File: config.mk
export PLATFORM = sky130hd
export DESIGN_NAME = px_pipe_router
export DESIGN_NICKNAME = d
export VERILOG_FILES = /design/src/rtl/px_pipe_router_pkg.sv /design/src/rtl/px_pipe_router_mode_switch_fsm.sv /design/src/rtl/px_pipe_router.sv
export SDC_FILE = /design/constraint.sdc
export NUM_CORES = 1
export LEC_CHECK = 0
export ABC_AREA = 0
export ABC_CLOCK_PERIOD_IN_PS = 3300
export CAP_MARGIN = 20
export CORE_ASPECT_RATIO = 0.8
export CORE_MARGIN = 10
export CORE_UTILIZATION = 45
export DETAILED_ROUTE_END_ITERATION = 8
export PLACE_DENSITY_LB_ADDON = 0.05
export RECOVER_POWER = 50
export SYNTH_ARGS = -nofsm -noshare
export SYNTH_HDL_FRONTEND = slang
export SYNTH_SLANG_ARGS = --single-unit
File: constraint.sdc
create_clock -name clk_i -period 3.3 [get_ports clk_i]
set_clock_uncertainty 0.05 [all_clocks]
set_input_delay 0.66 -clock clk_i [delete_from_list [all_inputs] [get_ports clk_i]]
set_output_delay 0.66 -clock clk_i [all_outputs]
set_load 0.01 [all_outputs]
File: src/rtl/px_pipe_router_pkg.sv
// -----------------------------------------------------------------------------
// px_pipe_router_pkg
// Shared definitions for the pixel pipe router: the four routing modes, the
// mode-switch FSM state encoding and the default pixel widths.
// -----------------------------------------------------------------------------
package px_pipe_router_pkg;

  // Default pixel widths: RGB888 input, 8-bit grayscale / Sobel data.
  localparam int PX_W_DEF   = 24;
  localparam int GRAY_W_DEF = 8;

  // Routing modes as seen on mode_req_i / mode_o.
  typedef enum logic [1:0] {
    MODE_FULL   = 2'b00,  // input -> gray -> Sobel -> output
    MODE_SOBEL  = 2'b01,  // input[GRAY_W-1:0] -> Sobel -> output
    MODE_GRAY   = 2'b10,  // input -> gray -> output
    MODE_BYPASS = 2'b11   // input -> output
  } px_mode_e;

  // Mode-switch FSM states.
  typedef enum logic [1:0] {
    ST_RUN    = 2'b00,
    ST_DRAIN  = 2'b01,
    ST_SETTLE = 2'b10
  } sw_state_e;

endpackage : px_pipe_router_pkg

File: src/rtl/px_pipe_router_mode_switch_fsm.sv
// -----------------------------------------------------------------------------
// mode_switch_fsm
// Owns the active routing mode. A request for a different mode latches a
// pending mode and starts a drain window of DRAIN_CYCLES cycles during which
// no new pixels are accepted; at the end of the window the pending mode
// becomes active and one SETTLE cycle follows before pixels flow again.
//
// Ports:
//   clk_i             clock, rising edge
//   nreset_i          asynchronous active-low reset
//   mode_req_i        requested mode
//   mode_req_valid_i  mode_req_i valid this cycle
//   mode_o            active mode
//   in_ready_o        high in RUN (pixels accepted)
//   switching_o       high in DRAIN and SETTLE
//   settle_next_o     high in the last DRAIN cycle (next cycle is SETTLE)
// -----------------------------------------------------------------------------
module mode_switch_fsm
  import px_pipe_router_pkg::*;
#(
  parameter int         DRAIN_CYCLES = 16,
  parameter logic [1:0] RESET_MODE   = 2'b00
) (
  input  logic       clk_i,
  input  logic       nreset_i,
  input  logic [1:0] mode_req_i,
  input  logic       mode_req_valid_i,
  output logic [1:0] mode_o,
  output logic       in_ready_o,
  output logic       switching_o,
  output logic       settle_next_o
);

  localparam logic [1:0] S_RUN    = ST_RUN;
  localparam logic [1:0] S_DRAIN  = ST_DRAIN;
  localparam logic [1:0] S_SETTLE = ST_SETTLE;

  // Counter is loaded with DRAIN_CYCLES-1 so that DRAIN lasts exactly
  // DRAIN_CYCLES cycles (the zero cycle included).
  localparam logic [7:0] DRAIN_LOAD = 8'(DRAIN_CYCLES - 1);

  logic [1:0] state_r;
  logic [1:0] state_nxt_s;
  logic [7:0] cnt_r;
  logic [7:0] cnt_nxt_s;
  logic [1:0] pend_r;
  logic [1:0] pend_nxt_s;
  logic [1:0] mode_r;
  logic [1:0] mode_nxt_s;

  // Next-state, drain counter, pending and active mode computation.
  always_comb begin
    state_nxt_s = state_r;
    cnt_nxt_s   = cnt_r;
    pend_nxt_s  = pend_r;
    mode_nxt_s  = mode_r;
    case (state_r)
      S_RUN: begin
        if (mode_req_valid_i && (mode_req_i != mode_r)) begin
          pend_nxt_s  = mode_req_i;
          cnt_nxt_s   = DRAIN_LOAD;
          state_nxt_s = S_DRAIN;
        end else begin
          state_nxt_s = S_RUN;
        end
      end
      S_DRAIN: begin
        // A late request only retargets the switch; the window keeps running.
        if (mode_req_valid_i) begin
          pend_nxt_s = mode_req_i;
        end else begin
          pend_nxt_s = pend_r;
        end
        if (cnt_r == 8'd0) begin
          mode_nxt_s  = pend_nxt_s;
          state_nxt_s = S_SETTLE;
        end else begin
          cnt_nxt_s = cnt_r - 8'd1;
        end
      end
      S_SETTLE: begin
        // mode_r already equals the pending mode here, so no re-switch.
        pend_nxt_s  = mode_r;
        state_nxt_s = S_RUN;
      end
      default: begin
        pend_nxt_s  = mode_r;
        cnt_nxt_s   = 8'd0;
        state_nxt_s = S_RUN;
      end
    endcase
  end

  // FSM state registers; reset abandons any switch in progress.
  always_ff @(posedge clk_i or negedge nreset_i) begin
    if (!nreset_i) begin
      state_r <= S_RUN;
      cnt_r   <= 8'd0;
      pend_r  <= RESET_MODE;
      mode_r  <= RESET_MODE;
    end else begin
      state_r <= state_nxt_s;
      cnt_r   <= cnt_nxt_s;
      pend_r  <= pend_nxt_s;
      mode_r  <= mode_nxt_s;
    end
  end

  assign mode_o        = mode_r;
  assign in_ready_o    = (state_r == S_RUN);
  assign switching_o   = (state_r != S_RUN);
  assign settle_next_o = (state_r == S_DRAIN) && (cnt_r == 8'd0);

endmodule : mode_switch_fsm

File: src/rtl/px_pipe_router.sv
// -----------------------------------------------------------------------------
// px_pipe_router
// Routes an RGB pixel stream through an external grayscale core and/or an
// external Sobel core (or straight through) according to the active mode,
// registers the selected result, and counts accepted and dropped pixels.
// Mode changes go through mode_switch_fsm, which drains in-flight pixels.
//
// Ports:
//   clk_i, nreset_i                 clock / async active-low reset
//   mode_req_i, mode_req_valid_i    mode change request
//   px_rdy_i, in_pixel_i            input pixel strobe / data
//   in_ready_o                      pixels accepted this cycle
//   gray_rdy_o, gray_px_o           feed to gray core
//   gray_rdy_i, gray_px_i           gray core result
//   sobel_rdy_o, sobel_px_o         feed to Sobel core
//   sobel_rdy_i, sobel_px_i         Sobel core result
//   px_rdy_o, out_pixel_o           registered output strobe / pixel
//   mode_o, switching_o             active mode / switch in progress
//   px_in_count_o, px_drop_count_o  saturating accepted / dropped counts
// -----------------------------------------------------------------------------
module px_pipe_router
  import px_pipe_router_pkg::*;
#(
  parameter int         PX_W         = PX_W_DEF,
  parameter int         GRAY_W       = GRAY_W_DEF,
  parameter int         DRAIN_CYCLES = 16,
  parameter int         CNT_W        = 16,
  parameter logic [1:0] RESET_MODE   = 2'b00
) (
  input  logic              clk_i,
  input  logic              nreset_i,
  input  logic [1:0]        mode_req_i,
  input  logic              mode_req_valid_i,
  input  logic              px_rdy_i,
  input  logic [PX_W-1:0]   in_pixel_i,
  output logic              in_ready_o,
  output logic              gray_rdy_o,
  output logic [PX_W-1:0]   gray_px_o,
  input  logic              gray_rdy_i,
  input  logic [GRAY_W-1:0] gray_px_i,
  output logic              sobel_rdy_o,
  output logic [GRAY_W-1:0] sobel_px_o,
  input  logic              sobel_rdy_i,
  input  logic [GRAY_W-1:0] sobel_px_i,
  output logic              px_rdy_o,
  output logic [PX_W-1:0]   out_pixel_o,
  output logic [1:0]        mode_o,
  output logic              switching_o,
  output logic [CNT_W-1:0]  px_in_count_o,
  output logic [CNT_W-1:0]  px_drop_count_o
);

  localparam logic [CNT_W-1:0] CNT_MAX = {CNT_W{1'b1}};

  // Widen a gray-domain result to the output pixel width, MSBs zero.
  function automatic logic [PX_W-1:0] pad_gray(input logic [GRAY_W-1:0] v);
    return {{(PX_W - GRAY_W){1'b0}}, v};
  endfunction

  logic              settle_next_s;
  logic              accept_s;
  logic              drop_s;
  logic              gray_rdy_s;
  logic              sobel_rdy_s;
  logic [GRAY_W-1:0] sobel_px_s;
  logic              src_rdy_s;
  logic [PX_W-1:0]   src_px_s;
  logic              px_rdy_r;
  logic [PX_W-1:0]   out_pixel_r;
  logic [CNT_W-1:0]  in_cnt_r;
  logic [CNT_W-1:0]  drop_cnt_r;

  mode_switch_fsm #(
    .DRAIN_CYCLES (DRAIN_CYCLES),
    .RESET_MODE   (RESET_MODE)
  ) u_mode_switch_fsm (
    .clk_i            (clk_i),
    .nreset_i         (nreset_i),
    .mode_req_i       (mode_req_i),
    .mode_req_valid_i (mode_req_valid_i),
    .mode_o           (mode_o),
    .in_ready_o       (in_ready_o),
    .switching_o      (switching_o),
    .settle_next_o    (settle_next_s)
  );

  // Any pixel strobe outside RUN is discarded.
  assign accept_s = px_rdy_i & in_ready_o;
  assign drop_s   = px_rdy_i & ~in_ready_o;

  // Core feed routing; all feeds stop while a switch is in progress.
  always_comb begin
    gray_rdy_s  = 1'b0;
    sobel_rdy_s = 1'b0;
    sobel_px_s  = {GRAY_W{1'b0}};
    case (mode_o)
      MODE_FULL: begin
        gray_rdy_s  = accept_s;
        sobel_rdy_s = in_ready_o & gray_rdy_i;
        sobel_px_s  = gray_px_i;
      end
      MODE_SOBEL: begin
        sobel_rdy_s = accept_s;
        sobel_px_s  = in_pixel_i[GRAY_W-1:0];
      end
      MODE_GRAY: begin
        gray_rdy_s = accept_s;
      end
      MODE_BYPASS: begin
        gray_rdy_s  = 1'b0;
        sobel_rdy_s = 1'b0;
      end
      default: begin
        gray_rdy_s  = 1'b0;
        sobel_rdy_s = 1'b0;
      end
    endcase
  end

  assign gray_rdy_o  = gray_rdy_s;
  assign gray_px_o   = in_pixel_i;
  assign sobel_rdy_o = sobel_rdy_s;
  assign sobel_px_o  = sobel_px_s;

  // Output source select; core results are not gated so that in-flight
  // pixels still reach the output during DRAIN.
  always_comb begin
    src_rdy_s = 1'b0;
    src_px_s  = {PX_W{1'b0}};
    case (mode_o)
      MODE_FULL, MODE_SOBEL: begin
        src_rdy_s = sobel_rdy_i;
        src_px_s  = pad_gray(sobel_px_i);
      end
      MODE_GRAY: begin
        src_rdy_s = gray_rdy_i;
        src_px_s  = pad_gray(gray_px_i);
      end
      MODE_BYPASS: begin
        src_rdy_s = accept_s;
        src_px_s  = in_pixel_i;
      end
      default: begin
        src_rdy_s = 1'b0;
        src_px_s  = {PX_W{1'b0}};
      end
    endcase
  end

  // Output register; strobe held low for the SETTLE cycle, pixel held
  // between strobes.
  always_ff @(posedge clk_i or negedge nreset_i) begin
    if (!nreset_i) begin
      px_rdy_r    <= 1'b0;
      out_pixel_r <= {PX_W{1'b0}};
    end else if (settle_next_s) begin
      px_rdy_r    <= 1'b0;
      out_pixel_r <= out_pixel_r;
    end else begin
      px_rdy_r    <= src_rdy_s;
      out_pixel_r <= src_rdy_s ? src_px_s : out_pixel_r;
    end
  end

  // Saturating accepted / dropped pixel counters.
  always_ff @(posedge clk_i or negedge nreset_i) begin
    if (!nreset_i) begin
      in_cnt_r   <= {CNT_W{1'b0}};
      drop_cnt_r <= {CNT_W{1'b0}};
    end else begin
      if (accept_s && (in_cnt_r != CNT_MAX)) begin
        in_cnt_r <= in_cnt_r + CNT_W'(1);
      end
      if (drop_s && (drop_cnt_r != CNT_MAX)) begin
        drop_cnt_r <= drop_cnt_r + CNT_W'(1);
      end
    end
  end

  assign px_rdy_o        = px_rdy_r;
  assign out_pixel_o     = out_pixel_r;
  assign px_in_count_o   = in_cnt_r;
  assign px_drop_count_o = drop_cnt_r;

endmodule : px_pipe_router
=== Word-level counts from Yosys, hierarchy flattened ===
Cells that the tools add are included.

* Reductions and logical operators: 13
* Bitwise operators: 6
* Equality and inequality tests: 11
* Add/sub/neg operators: 3
* Multiplexer cells: 15

{| class="wikitable"
|+ Operators with widths
! kind !! number
|-
| $pmux 24 s3 || 1
|-
| $add 16x1->16 const B || 2
|-
| $ne 16x16->1 const B || 2
|-
| $pmux 8 s3 || 1
|-
| $mux 8 || 2
|-
| $pmux 8 s2 || 1
|-
| $logic_not 8->1 || 1
|-
| $pmux 2 s2 || 2
|-
| $sub 8x1->8 const B || 1
|-
| $eq 2x2->1 const B || 3
|-
| $mux 2 || 3
|-
| $eq 2x1->1 const B || 2
|-
| $logic_and 1x1->1 || 4
|-
| $logic_not 2->1 || 2
|-
| $ne 2x2->1 const B || 2
|-
| $reduce_and 2->1 || 2
|-
| $reduce_or 2->1 || 2
|-
| $and 1x1->1 || 3
|-
| $mux 1 || 3
|-
| $not 1->1 || 3
|-
| $pmux 1 s3 || 1
|-
| $reduce_and 3->1 || 1
|-
| $ne 2x1->1 const B || 1
|-
| $ne 2x2->1 || 1
|-
| other kinds (2) || 2
|}

* Output and inout port bits: 95
* Bits in registers: 71
* Logic and storage cells: 56
* Bits of input ports: 48

=== Longest topological paths before layout ===
Gate-level depths: netlist of the first run.

* Depth in word-level cells: 4
* Gate-level depth with buffers: 8
* Depth with buffers taken out: 6

=== By module ===
From an unflattened synthesis of the first run, not the netlist that was laid out.

* Cells, all modules: 415
* Area, all modules: 3,827.4 um^2

{| class="wikitable"
|+ By module, submodules not included
! module !! seq. area each (um^2) !! cells each !! instances !! area each (um^2)
|-
| px_pipe_router || 1,426.4 || 320 || 1 || 2,982.9
|-
| mode_switch_fsm || 350.3 || 95 || 1 || 844.6
|}

=== Worst setup path before layout of the first run ===
No wires, ideal clock.

* Path type: register to register
* From: register u_mode_switch_fsm.cnt_r[0]
* To: register out_pixel_r[0], in the netlist out_pixel_o[0]
* Buffers on the path: 2
* Library setup time: 0.125 ns
* Required time: 3.125 ns
* Setup slack: 0.994 ns
* Stages on the path, launching flop included: 9
* Clock period less this slack: 2.306 ns
* Data arrival time: 2.131 ns
* Cells stage by stage: dfrtp_1 inv_1 ha_1 or4b_4 nor4b_4 a31o_1 buf_6 buf_12 mux2_4

* Cells in the longest elaborated chain, start to end: 4

{| class="wikitable"
|+ Ends and longest elaborated chain
! element !! RTL line !! RTL
|-
| start: declaration || px_pipe_router_mode_switch_fsm.sv:44 || <nowiki>logic [7:0] cnt_r;</nowiki>
|-
| start signal: assignment || px_pipe_router_mode_switch_fsm.sv:103 || <nowiki>cnt_r <= cnt_nxt_s;</nowiki>
|-
| $logic_not 8->1 || px_pipe_router_mode_switch_fsm.sv:112 || <nowiki>assign settle_next_o = (state_r == S_DRAIN) && (cnt_r == 8'd0);</nowiki>
|-
| $logic_and 1x1->1 || px_pipe_router_mode_switch_fsm.sv:112 ||
|-
| $not 1->1 (no line) || n/a ||
|-
| $reduce_and 2->1 (no line) || n/a ||
|-
| end signal: assignment || px_pipe_router.sv:155 || <nowiki>out_pixel_r <= {PX_W{1'b0}};</nowiki>
|-
| end signal: assignment || px_pipe_router.sv:158 || <nowiki>out_pixel_r <= out_pixel_r;</nowiki>
|-
| end signal: assignment || px_pipe_router.sv:161 || <nowiki>out_pixel_r <= src_rdy_s ? src_px_s : out_pixel_r;</nowiki>
|-
| end: declaration || px_pipe_router.sv:69 || <nowiki>logic [PX_W-1:0] out_pixel_r;</nowiki>
|}

Every way passes these cells.
A chain may end at the register's enable or synchronous reset.

=== Final worst setup path of the first run ===
* From: input px_rdy_i
* To: output gray_rdy_o

* Cells in the longest elaborated chain, start to end: 2

{| class="wikitable"
|+ Ends and longest elaborated chain
! element !! RTL line !! RTL
|-
| start: declaration || px_pipe_router.sv:34 || <nowiki>input logic px_rdy_i,</nowiki>
|-
| $and 1x1->1 || px_pipe_router.sv:88 || <nowiki>assign accept_s = px_rdy_i & in_ready_o;</nowiki>
|-
| $mux 1 || px_pipe_router.sv:96 || <nowiki>case (mode_o)</nowiki>
|-
| end: declaration || px_pipe_router.sv:37 || <nowiki>output logic gray_rdy_o,</nowiki>
|}

Every way passes these cells.

==> reports/metrics.cfg, run 1 <==
[cts]
htreeDepth=3
clk_pin_slew_ns=0.07
cts_tree=built
numCtsBuffers=9
hold_buffers=0
cts_buffer_depth=2
postCtsSetupRepairBufs=0
numClockSinks=71
clkLatencyLatePin_ns=0.35
clockRootBuffer=clkbuf_8
post_cts_resize_count=0

[power]
peakVddDrop_mv=0.360
pwr_density_cell_nw_per_um2=384
clkPwrFrac_pct=36.9
p_sw_share_pct=25.6
p_leak_uw=0.00261
combPwrFrac_pct=17.0
p_int_uw=1600
seq_power_share_pct=46.1
p_switching_uw=551

[sta]
relSlewSlack_pct=-16.9
max_slew.worst_pin.slew_ns=1.75
fin_crit_sh_pct=93.6
rsz0062_at_grt=no
setup_tns_ns=0
setup_violations=0
slew_violations=72
setup_ws_ns=0.211
finalHoldViolations=0
period_needed_ns=3.09
fmax_mhz=324

[setup_path]
arrival_ns=2.38
endpoint_kind=output port
criticalPathCategory=in2out
cp-start-kind=input pin
crit_fanout=6
critical_path_required_ns=2.59

[routing]
drt-initial-drc-count=135
vias=3328
wl_um=11300
drtAntennaViolNets=0
dr.pass1.iters=4
drc_errors=0
routedWlPerCell_um=18.1
viasPerCell=5.34

[yosys]
yosysSeqAreaShare_pct=44.1
syn_area_per_cell_um2=10.4
synth-seq-cells=71
synth_cell_types=52
yosysTopAreaCell=dfrtp_1
synth_nets=438
synthCells=386
synthArstFlopShare_pct=100
synth_area_leaders=dfrtp_1, mux2_4, buf_4
yosysTopAreaCellShare_pct=44.1
synth_edf_count=0
syn_area_um2=4030
ys.warnings.count=0
ys.flop_type=dfrtp_1

[global_routing]
grtUsageMet3_pct=5.86
grt_pass1_wl_um=18300
grt-busiest-layer=met2
grt_max_degree=72
antenna_found_initial=0
grt_usage_pct=16.8
met2_usage_pct=27.1
overflow=0
met1_usage_pct=21.3
grt_pass1_vias=3342

[place]
post_dp_cell_area_um2=5390
dp_slack_ns=0.281
io_buffer_count=142
place.gp.congestion=0.891
dp.cells=607
dp_hpwl_um=8800

[floorplan]
core-area_um2=8600
initial_core_util_pct=46.9
ios=143
die-area_um2=13200
rows=30
die_w_um=126
die_y_um=105

[outcome]
violations=max-capacitance violations, max-slew violations
status=finished, violations left

[final_layout]
fin_cells=623
fin_nets=558
layout_common_cells=clkdlybuf4s50_1, dfrtp_1, dlygate4sd3_1, nor2_1, a21oi_1
area_delta_synth_final_pct=38.8
fin_util_pct=65.1
diodes=0
final_common_cell=clkdlybuf4s50_1
drive_gt1_share_pct=12.1
finish.instance_area_um2=5600

[job]
maxCapViolCount=1

[hold_path]
min_path_type=reg2reg

-- Yosys cell counts, drive strengths merged (2+ instances only) --
| cell | count |
|---|---|
| a2111oi | 3 |
| a21oi | 21 |
| a31oi | 2 |
| and2 | 4 |
| and3 | 18 |
| and4 | 4 |
| buf | 29 |
| clkbuf | 15 |
| dfrtp | 71 |
| ha | 4 |
| inv | 7 |
| mux2 | 28 |
| mux2i | 13 |
| nand2 | 15 |
| nand3 | 17 |
| nand3b | 7 |
| nand4 | 12 |
| nor2 | 32 |
| nor2b | 4 |
| nor3 | 10 |
| nor3b | 3 |
| nor4 | 4 |
| nor4b | 4 |
| o211ai | 4 |
| o21a | 3 |
| o21ai | 5 |
| o2bb2ai | 2 |
| o31ai | 2 |
| or2 | 2 |
| or3 | 3 |
| or3b | 2 |
| xnor2 | 10 |
| xor2 | 16 |
-- power by group through the flow --
| stage | logic, µW | clock network, µW | registers [µW] |
|---|---|---|---|
| final | 366 | 792 | 990 |
| after global placement | 373 | 0 | 1000 |
| after detailed placement | 379 | 0 | 1000 |
| after floorplan | 134 | 0 | 1020 |
| after global routing | 400 | 852 | 1000 |
| after CTS | 381 | 810 | 991 |
-- area by class of cell --
cell class | instances | area, µm²
clock buffers | 11 | 151
clock inverters | 5 | 80.1
fillers | 712 | 3000
inverters | 7 | 26.3
multi-input cells | 264 | 1930
flip-flops and latches | 71 | 1780
well taps | 112 | 140
repair buffers | 153 | 1490
-- logic make-up (layout without fill, tap and decap cells) --
logic type                 after synthesis  count (layout)  share of synthesized area, %
buffers and inverters                   51             176                          8.01
DFF                                     71              71                          44.1
and+or+nand+nor                        144             144                          20.2
muxes                                   41              41                          12.8
AOI/OAI and AO/OA                       49              49                          7.98
adders and majority gates                4               4                          1.24
xor gates and xnor gates                26              26                          5.65
-- final timing paths --
kind	start	slack, ns	cells past startpoint	end
min in group asynchronous	nreset_i	0.82	2	out_pixel_o[15]$_DFFE_PN0P_
min reg2reg	px_in_count_o[8]$_DFFE_PN0P_	0.44	1	px_in_count_o[8]$_DFFE_PN0P_
max reg2reg	u_mode_switch_fsm.cnt_r[0]$_DFFE_PN0P_	0.52	7	out_pixel_o[19]$_DFFE_PN0P_
min	px_in_count_o[8]$_DFFE_PN0P_	0.44	1	px_in_count_o[8]$_DFFE_PN0P_
max in group asynchronous	nreset_i	1.35	2	px_in_count_o[0]$_DFFE_PN0P_
max	px_rdy_i	0.21	4	gray_rdy_o
-- critical path: stages --
cell	delay [ns]
dlygate4sd3_1	0.58
or3b_1	0.46
nor2_1	0.12
clkdlybuf4s50_1	0.56
-- metrics by stage --
step	hold slack, ns	total power, µW
floorplan	0.314	1150
global placement	0.428	1380
detailed placement	0.435	1380
CTS	0.293	2180
global route	0.452	2250
finish	0.436	2150
-- state kept, by name (all words and copies together), names as in the netlist --
signal / count
u_mode_switch_fsm.cnt_r: 8
u_mode_switch_fsm.state_r: 2
u_mode_switch_fsm.pend_r: 2
out_pixel_o: 24
px_drop_count_o: 16
px_in_count_o: 16
u_mode_switch_fsm.mode_o: 2
px_rdy_o: 1
-- per-layer routing --
layer / vias to the layer above / share of wire (%)
met4: 0 / 0.58
met1: 1604 / 46
met5: - / 0
li1: 1610 / -
met2: 107 / 46
met3: 7 / 7.4
No activity file was read; power rests on OpenSTA's default activity.
==> run 2: changes to the inputs <==
--- a/config.mk
+++ b/config.mk
@@ -6,11 +6,10 @@
 export NUM_CORES = 1
 export LEC_CHECK = 0
 export ABC_AREA = 0
-export ABC_CLOCK_PERIOD_IN_PS = 3300
 export CAP_MARGIN = 20
 export CORE_ASPECT_RATIO = 0.8
 export CORE_MARGIN = 10
-export CORE_UTILIZATION = 45
+export CORE_UTILIZATION = 46
 export DETAILED_ROUTE_END_ITERATION = 8
 export PLACE_DENSITY_LB_ADDON = 0.05
 export RECOVER_POWER = 50
==> run 2 against run 1 <==
  * The run still ends with max-capacitance violations, max-slew violations left
  * Sequential share of layout area rose by 0.18 points
  * Sequential cell count unchanged
  * Register-to-register slack hardly changed
  * Die area down 1.8%
  * First-iteration DRC count decreased by 5.2%
  * Setup slack worse by 0.033 ns
  * Count of clock-buffer cells in the layout increased by 1
  * Clock power decreased by 7.4%
  * Core utilization increased by 0.21 points
  * Critical path type unchanged
  * Largest cell class unchanged
==> reports/metrics.cfg, run 2 (synthesis results as in run 1) <==
[outcome]
status=finished, violations left
violations=max-capacitance violations, max-slew violations

[floorplan]
die_w_um=125  ; -0.92%
die-area_um2=12900  ; -1.8%
rows=30  ; unchanged
core-area_um2=8520  ; -0.87%
die_y_um=104  ; -0.88%
ios=143  ; unchanged
initial_core_util_pct=47.3  ; +0.41 points

[final_layout]
area_delta_synth_final_pct=38.0
finish.instance_area_um2=5560  ; -0.56%
largest_reg_flops=24  ; unchanged
drive_gt1_share_pct=11.2  ; -0.98 points
final_common_cell=clkdlybuf4s50_1
layout_common_cells=clkdlybuf4s50_1, dfrtp_1, dlygate4sd3_1, nor2_1, a21oi_1
diodes=0  ; unchanged
fin_nets=558  ; unchanged
fin_util_pct=65.3  ; +0.21 points

[power]
p_leak_uw=0.00260  ; -0.37%
power_uw=2080  ; -3.2%
pwr_density_cell_nw_per_um2=374  ; -2.7%
peakVddDrop_mv=0.345  ; -4.1%

[setup_path]
path_cells=dlygate4sd3_1 > or3b_1 > nor2_1 > clkdlybuf4s50_1
crit_fanout=6  ; unchanged
critical_path_required_ns=2.59  ; about the same
arrival_ns=2.41  ; +0.03 ns
endpoint_kind=output port
worst_path_max_delay_cell=dlygate4sd3_1
cp_slowest_stage_delay_ns=0.58  ; about the same
cp-start-kind=input pin
criticalPathCategory=in2out

[routing]
drt-initial-drc-count=128  ; -5.2%
drtAntennaViolNets=0  ; unchanged
drc_errors=0  ; unchanged
routedWlPerCell_um=17.8  ; -1.8%
dr.pass1.iters=4  ; unchanged
vias=3301  ; -0.81%
viasPerCell=5.30  ; -0.81%
wl_um=11100  ; -1.8%

[cts]
clkLatencyLatePin_ns=0.34  ; about the same
cts_buffer_depth=2  ; unchanged
post_cts_resize_count=0  ; unchanged
numCtsBuffers=9  ; unchanged
cts_tree=built
hold_buffers=0  ; unchanged
htreeDepth=3  ; unchanged
clockRootBuffer=clkbuf_8
numClockSinks=71  ; unchanged
postCtsSetupRepairBufs=0  ; unchanged
clk_pin_slew_ns=0.07  ; about the same

[place]
place.gp.congestion=0.872  ; -2.1%
dp_hpwl_um=8460  ; -3.8%
io_buffer_count=142  ; unchanged
post_dp_cell_area_um2=5390  ; unchanged

[sta]
slew_violations=31  ; -57%
setup_violations=0  ; unchanged
max_slew.worst_pin.slew_ns=1.59  ; -0.163 ns
fmax_mhz=320  ; -1.0%
setup_tns_ns=0  ; unchanged
fin_crit_sh_pct=94.6  ; +0.99 points
finalHoldViolations=0  ; unchanged
rsz0062_at_grt=no
period_needed_ns=3.12  ; +0.0325 ns
relSlewSlack_pct=-6.02  ; +11 points

[global_routing]
antenna_found_initial=0  ; unchanged
grt_pass1_wl_um=17900  ; -2.4%
grt_max_degree=43  ; -40%
overflow=0  ; unchanged
grt_pass1_vias=3339  ; -0.090%
grt_usage_pct=16.5  ; -0.29 points

[job]
maxCapViolCount=1  ; unchanged

[hold_path]
min_path_type=reg2reg

## run 2: changes by cell type in the layout (fill, tap and decap cells not counted), sizes merged
cell	previous run	this run
clkbuf	13	16
buf	10	8
clkdlybuf4s50	105	107
clkinvlp	2	0
dlygate4sd3	36	34
clkinv	1	2
## run 2: routing by layer
layer  vias to the layer above  global-route usage [%]  share of wire (%)
li1                       1601                       -                  -
met1                      1599                    20.6                 45
met2                        95                    27.2                 48
met3                         6                    5.15                6.4
met4                         0                    3.57               0.72
met5                         -                       0                  0
## run 2: worst max-delay path: cells and delay by family
family                 cells  cell delay, ns
buffers and inverters      2            1.16
and+or+nand+nor            2            0.58
## run 2: metrics by stage
stage               setup slack, ns  hold slack [ns]  instances
CTS                           0.241            0.330        623
floorplan                     0.994            0.314        386
detailed placement            0.241            0.428        607
finish                        0.179            0.436        623
global route                 0.0993            0.470        623
global placement              0.255            0.431        607
## run 2: layout make-up
type                    count  area [µm²]
repair buffers            153        1490
multi-input cells         264        1930
inverters                   7        26.3
flip-flops and latches     71        1780
clock buffers              12         135
well taps                 112         140
fillers                   734        2960
clock inverters             4        70.1
## run 2: path summary, 6_finish.rpt
check                                                  startpoint                       endpoint  slack, ns  cells past startpoint
max                                                      px_rdy_i                     gray_rdy_o       0.18                      4
min                                 px_in_count_o[10]$_DFFE_PN0P_  px_in_count_o[10]$_DFFE_PN0P_       0.44                      1
max reg2reg                u_mode_switch_fsm.cnt_r[0]$_DFFE_PN0P_    out_pixel_o[21]$_DFFE_PN0P_       0.51                      7
min reg2reg                         px_in_count_o[10]$_DFFE_PN0P_  px_in_count_o[10]$_DFFE_PN0P_       0.44                      1
max in group asynchronous                                nreset_i  px_in_count_o[12]$_DFFE_PN0P_       0.77                      2
min in group asynchronous                                nreset_i             px_rdy_o$_DFF_PN0_       0.66                      1
## run 2: power by group
part	leakage (µW)	switching [µW]	internal, µW
combinational	0.00158	148	210
clock	0.000104	309	424
sequential	0.000919	67.0	921
total	0.00260	523	1560
==> run 3: changes to the inputs <==
--- a/config.mk
+++ b/config.mk
@@ -9,8 +9,9 @@
 export CAP_MARGIN = 20
 export CORE_ASPECT_RATIO = 0.8
 export CORE_MARGIN = 10
-export CORE_UTILIZATION = 46
+export CORE_UTILIZATION = 55
 export DETAILED_ROUTE_END_ITERATION = 8
+export DONT_BUFFER_PORTS = 1
 export PLACE_DENSITY_LB_ADDON = 0.05
 export RECOVER_POWER = 50
 export SYNTH_ARGS = -nofsm -noshare
==> run 3 against run 2 <==
  * Fmax is 19% higher
  * Final cell count is 28% lower
  * Sequential power increased by 4%
  * Sequential cell count unchanged
  * Via count fell by 18%
  * Critical path type is now reg2out
  * Critical path depth is 1 lower
  * First-iteration DRC count shrank 9.4%
  * Design area shrank 27%
  * The flow still finishes with violations (max-capacitance violations, max-slew violations)
  * Power fell by 10%
  * Core utilization fell by 6.9 points
  * Non-clock buffer count is 147 lower
  * Combinational power shrank 61%
  * Critical endpoint is now sobel_px_o[6]
==> reports/metrics.cfg, run 3 (synthesis results as in run 1) <==
[outcome]
status=finished, violations left
violations=max-capacitance violations, max-slew violations

[floorplan]
die_w_um=116  ; -7.2%
die-area_um2=11200  ; -14%
die_y_um=96.6  ; -6.9%
ios=143  ; unchanged
rows=27  ; -10%
initial_core_util_pct=57.6  ; +10 points
core-area_um2=6990  ; -18%

[power]
pwr_density_cell_nw_per_um2=457  ; +22%
p_leak_uw=0.00195  ; -25%
peakVddDrop_mv=0.235  ; -32%
power_uw=1870  ; -10%

[cts]
htreeDepth=3  ; unchanged
cts_tree=built
numClockSinks=71  ; unchanged
numCtsBuffers=9  ; unchanged
clk_pin_slew_ns=0.08  ; about the same
post_cts_resize_count=0  ; unchanged
clockRootBuffer=clkbuf_8
clkLatencyLatePin_ns=0.35  ; about the same
cts_buffer_depth=2  ; unchanged

[sta]
relSlewSlack_pct=-15.5  ; -9.5 points
setup_violations=0  ; unchanged
slew_violations=72  ; +130%
finalHoldViolations=0  ; unchanged
fin_crit_sh_pct=79.5  ; -15 points
setup_ws_ns=0.675  ; +0.496 ns
period_needed_ns=2.62  ; -0.496 ns
max_slew.worst_pin.slew_ns=1.73  ; +0.143 ns
setup_tns_ns=0  ; unchanged
fmax_mhz=381  ; +19%
rsz0062_at_grt=no

[job]
maxCapViolCount=1  ; unchanged

[global_routing]
grt_usage_pct=17.0  ; +0.53 points
overflow=0  ; unchanged
antenna_found_initial=0  ; unchanged
grt_pass1_vias=2641  ; -21%
grt_max_degree=72  ; +67%
grt_pass1_wl_um=14900  ; -17%

[final_layout]
fin_nets=411  ; -26%
area_delta_synth_final_pct=1.33
layout_common_cells=dfrtp_1, nor2_1, a21oi_1, mux2_4, and3_1
ff_latch_area_um2=1780  ; unchanged
largest_reg_flops=24  ; unchanged
final_common_cell=dfrtp_1
drive_gt1_share_pct=15.7  ; +4.5 points
nFillCells=614  ; -16%
finish.instance_area_um2=4090  ; -27%
diodes=0  ; unchanged
fin_util_pct=58.4  ; -6.9 points
multi_input_area_um2=1930  ; +0.19%

[place]
place.gp.congestion=0.825  ; -5.5%
dp_slack_ns=0.674  ; +0.432 ns
io_buffer_count=0  ; -100%
dp_hpwl_um=6830  ; -19%
post_dp_cell_area_um2=3880  ; -28%

[setup_path]
endpoint_kind=output port
cp-start-kind=flop
arrival_ns=1.91  ; -0.50 ns
rr_worst_depth=7  ; unchanged
crit_fanout=19  ; +13
startpoint=u_mode_switch_fsm.mode_o[0]$_DFFE_PN0P_
timing.rr.end=out_pixel_o[22]$_DFFE_PN0P_
criticalPathCategory=reg2out
critical_path_required_ns=2.59  ; about the same
reg2reg_from=u_mode_switch_fsm.cnt_r[0]$_DFFE_PN0P_
ff2ff_setup_slack_ns=0.68  ; +0.17 ns
critPathCapture=sobel_px_o[6]

[routing]
drc_errors=0  ; unchanged
dr.pass1.iters=4  ; unchanged
drt-initial-drc-count=116  ; -9.4%
drtAntennaViolNets=0  ; unchanged
routedWlPerCell_um=20.8  ; +17%
viasPerCell=6.02  ; +14%
vias=2716  ; -18%
wl_um=9390  ; -15%

[hold_path]
min_path_type=in2reg

[run 3: cell count changes in the layout (fill, tap and decap cells not counted), moves of 3 or more]
cell / change
buf_4: -3
clkbuf_1: -5
clkdlybuf4s50_1: -107
clkinvlp_4: +3
dlygate4sd3_1: -34
[run 3: layer usage]
layer	part of all wire [%]	GRT usage, %	up-vias	routed length, µm
li1	-	-	1296	-
met1	42	20.3	1299	3970
met2	44	26.5	108	4180
met3	12	8.07	13	1130
met4	1.3	6.03	0	119
met5	0	0	-	0
[run 3: area by class of cell]
type,instances,share of cell area [%]
flip-flops and latches,71,43.5
repair buffers,6,1.04
clock buffers,11,3.46
inverters,7,0.643
well taps,87,2.66
multi-input cells,264,47.3
clock inverters,5,1.41
[run 3: through the flow]
step	hold WS [ns]	std cells
after floorplan	0.314	386
after global placement	0.318	434
after detailed placement	0.318	434
after CTS	0.144	451
after global routing	0.504	451
final	0.483	451
[run 3: report_power, final]
| part | leakage (µW) | switching (µW) | internal, µW | total [µW] |
|---|---|---|---|---|
| registers | 0.000919 | 108 | 920 | 1030 |
| clock network | 0.0000916 | 334 | 368 | 702 |
| logic | 0.000939 | 73.1 | 65.1 | 138 |
| total | 0.00195 | 515 | 1350 | 1870 |
[run 3: worst min-delay path by stage]
stage	slack, ns	depth (start not counted)	endpoint	startpoint
after CTS	0.14	1	px_in_count_o[7]$_DFFE_PN0P_	nreset_i
after global placement	0.32	0	out_pixel_o[0]$_DFFE_PN0P_	nreset_i
after global routing	0.50	2	u_mode_switch_fsm.mode_o[1]$_DFFE_PN0P_	mode_req_i[1]
after floorplan	0.31	0	out_pixel_o[0]$_DFFE_PN0P_	nreset_i
after detailed placement	0.32	0	out_pixel_o[0]$_DFFE_PN0P_	nreset_i
final	0.48	2	u_mode_switch_fsm.mode_o[1]$_DFFE_PN0P_	mode_req_i[1]
[run 3: timing repair]
action,in CTS,in global routing
hold buffers,1,0
endpoints found under the hold margin,71,0
buffers inserted,0,0
[run 3: worst max-delay path, cell delays in order (launching register included)]
cell	delay, ns
dfrtp_1	0.79
buf_4	0.36
mux2i_1	0.30
nor2_1	0.12
